--- src/rtl/packet_to_config_pkg.sv ---
// Shared framing constants, command codes and parser state encoding.
// Header/trailer values match the outbound sample-report packetiser.
// No logic here; pure definitions.
package packet_to_config_pkg;

  localparam logic [7:0] HDR = 8'h55;
  localparam logic [7:0] TRL = 8'haa;

  localparam logic [7:0] CMD_SET_SEL = 8'h01;
  localparam logic [7:0] CMD_CLR_OVR = 8'h02;
  localparam logic [7:0] CMD_DEBUG   = 8'h03;
  localparam logic [7:0] CMD_RESTART = 8'h04;

  typedef enum logic [2:0] {
    ST_IDLE,
    ST_CMD,
    ST_DH,
    ST_DL,
    ST_CHK,
    ST_TAIL
  } state_t;

  function automatic logic chk_ok(input logic [7:0] cmd, input logic [7:0] dh,
                                  input logic [7:0] dl, input logic [7:0] chk);
    return chk == (cmd ^ dh ^ dl);
  endfunction

endpackage

--- src/rtl/packet_to_config_rx_timeout_counter.sv ---
// Inter-byte idle counter; tc fires on the cycle the count sits at TIMEOUT_CYCLES-1.
// Latency: tc is combinational from the counter flop, one cycle wide.
// Backpressure: none; clear always takes priority over counting.
module packet_to_config_rx_timeout_counter #(
  parameter int TIMEOUT_CYCLES = 50000,
  parameter int TO_WIDTH       = 16
) (
  input  logic clk,
  input  logic rst_n,
  input  logic clear,
  input  logic enable,
  output logic tc
);

  localparam logic [TO_WIDTH-1:0] TERM = TO_WIDTH'(TIMEOUT_CYCLES - 1);

  logic [TO_WIDTH-1:0] cnt_q, cnt_d;

  always_comb begin
    cnt_d = cnt_q;
    if (clear)       cnt_d = '0;
    else if (enable) cnt_d = cnt_q + TO_WIDTH'(1);
  end

  assign tc = enable && !clear && (cnt_q == TERM);

  always_ff @(posedge clk or negedge rst_n) begin
    if (!rst_n) cnt_q <= '0;
    else        cnt_q <= cnt_d;
  end

endmodule

--- src/rtl/packet_to_config.sv ---
// Frames 55|cmd|dH|dL|chk|aa packets from the UART and executes config commands.
// Latency: outputs and pulses appear the cycle after the trailer byte is sampled.
// Backpressure: none; every rx_valid strobe is consumed, down to one per cycle.
module packet_to_config
  import packet_to_config_pkg::*;
#(
  parameter int TIMEOUT_CYCLES = 50000,
  parameter int TO_WIDTH       = 16
) (
  input  logic        clk,
  input  logic        rst_n,
  input  logic [7:0]  rx_byte,
  input  logic        rx_valid,
  output logic [11:0] ROSelOvr,
  output logic        ovrEn,
  output logic        debugMode,
  output logic        restartSearch,
  output logic        cmdValid,
  output logic        frameError
);

  state_t      state_q, state_d;
  logic [7:0]  cmd_q, cmd_d, dh_q, dh_d, dl_q, dl_d, chk_q, chk_d;
  logic [11:0] sel_q, sel_d;
  logic        ovr_q, ovr_d, dbg_q, dbg_d;
  logic        restart_q, restart_d, valid_q, valid_d, ferr_q, ferr_d;
  logic        to_tc;

  packet_to_config_rx_timeout_counter #(
    .TIMEOUT_CYCLES(TIMEOUT_CYCLES),
    .TO_WIDTH      (TO_WIDTH)
  ) u_timeout (
    .clk   (clk),
    .rst_n (rst_n),
    .clear (rx_valid || (state_q == ST_IDLE)),
    .enable(state_q != ST_IDLE),
    .tc    (to_tc)
  );

  always_comb begin
    state_d   = state_q;
    cmd_d     = cmd_q;
    dh_d      = dh_q;
    dl_d      = dl_q;
    chk_d     = chk_q;
    sel_d     = sel_q;
    ovr_d     = ovr_q;
    dbg_d     = dbg_q;
    restart_d = 1'b0;
    valid_d   = 1'b0;
    ferr_d    = 1'b0;
    // A byte on the terminal-count cycle wins over the timeout.
    if (rx_valid) begin
      case (state_q)
        ST_IDLE: if (rx_byte == HDR) state_d = ST_CMD;
        ST_CMD:  begin cmd_d = rx_byte; state_d = ST_DH;   end
        ST_DH:   begin dh_d  = rx_byte; state_d = ST_DL;   end
        ST_DL:   begin dl_d  = rx_byte; state_d = ST_CHK;  end
        ST_CHK:  begin chk_d = rx_byte; state_d = ST_TAIL; end
        ST_TAIL: begin
          state_d = ST_IDLE;
          if (rx_byte == TRL && chk_ok(cmd_q, dh_q, dl_q, chk_q)) begin
            case (cmd_q)
              CMD_SET_SEL: begin sel_d = {dh_q[3:0], dl_q}; ovr_d = 1'b1; valid_d = 1'b1; end
              CMD_CLR_OVR: begin ovr_d = 1'b0; valid_d = 1'b1; end
              CMD_DEBUG:   begin dbg_d = dl_q[0]; valid_d = 1'b1; end
              CMD_RESTART: begin restart_d = 1'b1; valid_d = 1'b1; end
              default:     ferr_d = 1'b1;
            endcase
          end else begin
            ferr_d = 1'b1;
          end
        end
        default: state_d = ST_IDLE;
      endcase
    end else if (to_tc) begin
      state_d = ST_IDLE;
      ferr_d  = 1'b1;
    end
  end

  always_ff @(posedge clk or negedge rst_n) begin
    if (!rst_n) begin
      state_q   <= ST_IDLE;
      cmd_q     <= '0;
      dh_q      <= '0;
      dl_q      <= '0;
      chk_q     <= '0;
      sel_q     <= '0;
      ovr_q     <= 1'b0;
      dbg_q     <= 1'b0;
      restart_q <= 1'b0;
      valid_q   <= 1'b0;
      ferr_q    <= 1'b0;
    end else begin
      state_q   <= state_d;
      cmd_q     <= cmd_d;
      dh_q      <= dh_d;
      dl_q      <= dl_d;
      chk_q     <= chk_d;
      sel_q     <= sel_d;
      ovr_q     <= ovr_d;
      dbg_q     <= dbg_d;
      restart_q <= restart_d;
      valid_q   <= valid_d;
      ferr_q    <= ferr_d;
    end
  end

  assign ROSelOvr      = sel_q;
  assign ovrEn         = ovr_q;
  assign debugMode     = dbg_q;
  assign restartSearch = restart_q;
  assign cmdValid      = valid_q;
  assign frameError    = ferr_q;

endmodule

--- config.mk ---
export PLATFORM = sky130hd
export DESIGN_NAME = packet_to_config
export DESIGN_NICKNAME = d
export VERILOG_FILES = /design/src/rtl/packet_to_config_pkg.sv /design/src/rtl/packet_to_config_rx_timeout_counter.sv /design/src/rtl/packet_to_config.sv
export SDC_FILE = /design/constraint.sdc
export NUM_CORES = 1
export LEC_CHECK = 0
export ABC_CLOCK_PERIOD_IN_PS = 2400
export CORE_AREA = 2 2 85 87
export DETAILED_ROUTE_END_ITERATION = 6
export DIE_AREA = 0 0 87 89
export PLACE_DENSITY_LB_ADDON = 0.08
export SETUP_SLACK_MARGIN = 0.3
export SYNTH_ARGS = -nofsm -noshare
export SYNTH_HDL_FRONTEND = slang
export SYNTH_HIERARCHICAL = 1
export SYNTH_SLANG_ARGS = --single-unit
export TNS_END_PERCENT = 20
--- constraint.sdc ---
create_clock -name clk -period 2.4 [get_ports clk]
set_input_delay 0.48 -clock clk [delete_from_list [all_inputs] [get_ports clk]]
set_output_delay 0.48 -clock clk [all_outputs]
set_load 0.1 [all_outputs]
==> qor.yml <==
timing:
  clock-skew-final_ns: 0.00663
  worstMarginPinSlew_ns: 0.557
  maxSlewViolCount: 0
  setup_viol: 0
  post-route-period-util: 0.862
  fin_setup_tns_ns: 0
  finalHoldViolations: 0
  rsz0062_at_grt: "true"
  fin_crit_ns: 2.07
  max_freq_mhz: 483
  maxSlewHeadroom: 0.626
hold_path:
  hold_path.class: "primary input to asynchronous set/reset pin"
critical_path:
  worstSetupStartpointType: "primary input"
  crit_fanout: 6
  cp-end-kind: "flip-flop"
  reg2reg_from: "cmd_q[3]$_DFFE_PN0P_"
  critPathSlowestCell: "clkdlybuf4s50_1"
  path_buf_inv: 2
  max_stage_delay_ns: 0.55
  path_delay_family: "buffers and inverters"
  cp_data_required_time_ns: 2.62
  path_class: "primary input to flip-flop"
  arrival_ns: 2.29
  path_cells: "clkdlybuf4s50_1 -> nor4b_1 -> nand4_1 -> nor2_2 -> nand4_2 -> buf_4 -> mux2_1"
  crit_start: "rx_byte[1]"
logic_synthesis:
  synth_area_um2: 3280
  synth_edf_count: 0
  ys_ff_latch: 68
  syn_area_per_cell_um2: 12.0
  ys_async_sr_fraction: 1.00
  synth.area.top_cells: "dfrtp_1 (52%), mux2_2 (14%), xnor2_1 (5.6%), xor2_1 (4.0%), nor2_1 (2.3%)"
  yosysMostFrequentCell: "dfrtp_1"
  ys_seq_area_frac: 0.518
  synthFlopType: "dfrtp_1"
  synth.yosys.warnings: 6
  ys_top_cells_by_count: "dfrtp_1 (68), mux2_2 (42), xnor2_1 (21), nor2_1 (20), xor2_1 (15)"
  syn_nets: 285
  netlist_instances: 273
  synth_area_leader_cell: "dfrtp_1"
  synth_top_area_frac: 0.518
  synth.distinct_cells: 44
grt:
  grt_max_degree: 69
  grt_pass1_vias: 2171
  grt_use_total: 0.196
  antenna_found_initial: 0
  grt_pass1_wl_um: 11300
  grt-ovfl-total: 0
clock_network:
  cts_tree: "built"
  clk_path_buf_depth: 2
  cts_buffers: 9
  clock_sink_count: 68
  holdBufCountCts: 0
  cts_root_buf: "clkbuf_8"
  h-tree-depth: 3
  insertion_delay_ns: 0.34
  cts.clk_slew.worst_paths_ns: 0.07
floorplan:
  dieHeight_um: 89
  dieArea_um2: 7740
  fp-row-count: 30
  coreArea_um2: 6720
  start_util: 0.488
  fp.dieW_um: 87
  io_pins: 28
finish:
  post-route-util: 0.592
  fin_nets: 341
  drive_above_1_share: 0.341
  fin_cells: 414
  n_fill_cell: 572
  syn2layout_area_growth_pct: 21.2
  n_antenna_cell: 0
routing:
  wl_per_cell_um: 16.3
  first_pass_iters: 4
  drtAntennaViolNets: 0
  drcViolationCount: 0
  num_vias: 2252
  vias_per_cell: 5.44
  drtIter0Drc: 98
  finalWirelength_um: 6760
place:
  gp_congestion: 0.797
  dpl.hpwl_um: 4780
  io_buffer_count: 27
  place_inst: 396
power_and_ir_drop:
  power.static_leakage_nw: 1.83
  power.switching_mw: 1.53
  p_per_area_nw_per_um2: 1060
  comb_power_share: 0.397
  p_int_mw: 2.68
  power.total_mw: 4.21
  switching_share: 0.364
  pwr-share-seq: 0.396
  clockPowerShare: 0.207
  ir_drop_mv: 0.553
run_status:
  status: "complete, no violations"
flow_run:
  maxCapViolCount: 0
## final cells by class
type	instances	area, um^2	area share
timing repair buffer	54	438	0.110
multi-input combinational	191	1540	0.387
clock inverter	1	5.00	0.00126
tap	80	100	0.0252
sequential	68	1700	0.428
inverter	5	18.8	0.00472
clock buffer	15	176	0.0444
## flip-flops by register name, summed over array words and instances (netlist names)
signal,cells
dh_q,8
frameError,1
dl_q,8
ovrEn,1
cmd_q,8
restartSearch,1
u_timeout/cnt_q,16
debugMode,1
chk_q,8
cmdValid,1
ROSelOvr,12
state_q,3
## final timing paths
kind / to / slack, ns / depth (start not counted)
max in group asynchronous: chk_q[6]$_DFFE_PN0P_ / 1.95 / 2
setup reg to reg: debugMode$_DFFE_PN0P_ / 0.35 / 5
setup / recovery: ROSelOvr[3]$_DFFE_PN0P_ / 0.33 / 7
min in group clk: ROSelOvr[3]$_DFFE_PN0P_ / 0.50 / 1
hold reg to reg: ROSelOvr[3]$_DFFE_PN0P_ / 0.50 / 1
hold / removal: u_timeout/cnt_q[8]$_DFFE_PN0P_ / 0.14 / 2
## cells by family (layout without fill, tap and decap cells)
kind of cell / Yosys count / count (layout) / synth area share
mux: 46 / 46 / 0.159
fa+ha+maj: 1 / 1 / 0.00381
xor+xnor: 36 / 36 / 0.0961
flops: 68 / 68 / 0.518
simple gates: 92 / 92 / 0.176
buf+inv: 14 / 75 / 0.0194
compound gates: 16 / 16 / 0.0278
## metal layers
| layer | global-route usage | wire length (um) | share of wire |
|---|---|---|---|
| met5 | 0 | 0 | 0 |
| met3 | 0.0499 | 228 | 0.034 |
| met1 | 0.278 | 3430 | 0.51 |
| met2 | 0.285 | 3000 | 0.44 |
| met4 | 0.0838 | 104 | 0.015 |
## layout by cell type, fill, tap and decap left out, drive strengths merged, types with 3 or more instances in the layout
cell type       n
a21oi           4
and4            3
buf            45
clkbuf         15
clkdlybuf4s50   6
dfrtp          68
inv             5
mux2           45
nand2          12
nand3           7
nand4           8
nand4b          3
nor2           20
nor2b           4
nor3            7
nor3b           3
nor4            6
o21ai           8
or3             7
xnor2          21
xor2           15
## repair_timing
item                       in CTS  in global routing
setup endpoints to repair       2                 11
pin swaps                       2                  4
setup buffers                   2                  0
resized for setup               3                  5
## power groups by stage
stage          Clock [mW]  Sequential (mW)  Combinational (mW)
2_1_floorplan           0             1.66                1.20
3_3_place_gp            0             1.69                1.55
3_5_place_dp            0             1.70                1.57
4_1_cts             0.898             1.67                1.62
5_1_grt             0.951             1.72                1.82
6_report            0.872             1.67                1.67
## through the flow
step	instance area [um^2]	hold slack [ns]	worst slack, ns
5_1_grt	3980	0.176	0.274
6_report	3980	0.143	0.331
3_5_place_dp	3760	0.486	-0.327
2_1_floorplan	3280	0.184	0.314
4_1_cts	3960	0.161	0.234
3_3_place_gp	3760	0.481	-0.254
Note: power is estimated with default switching activity, not from simulation.
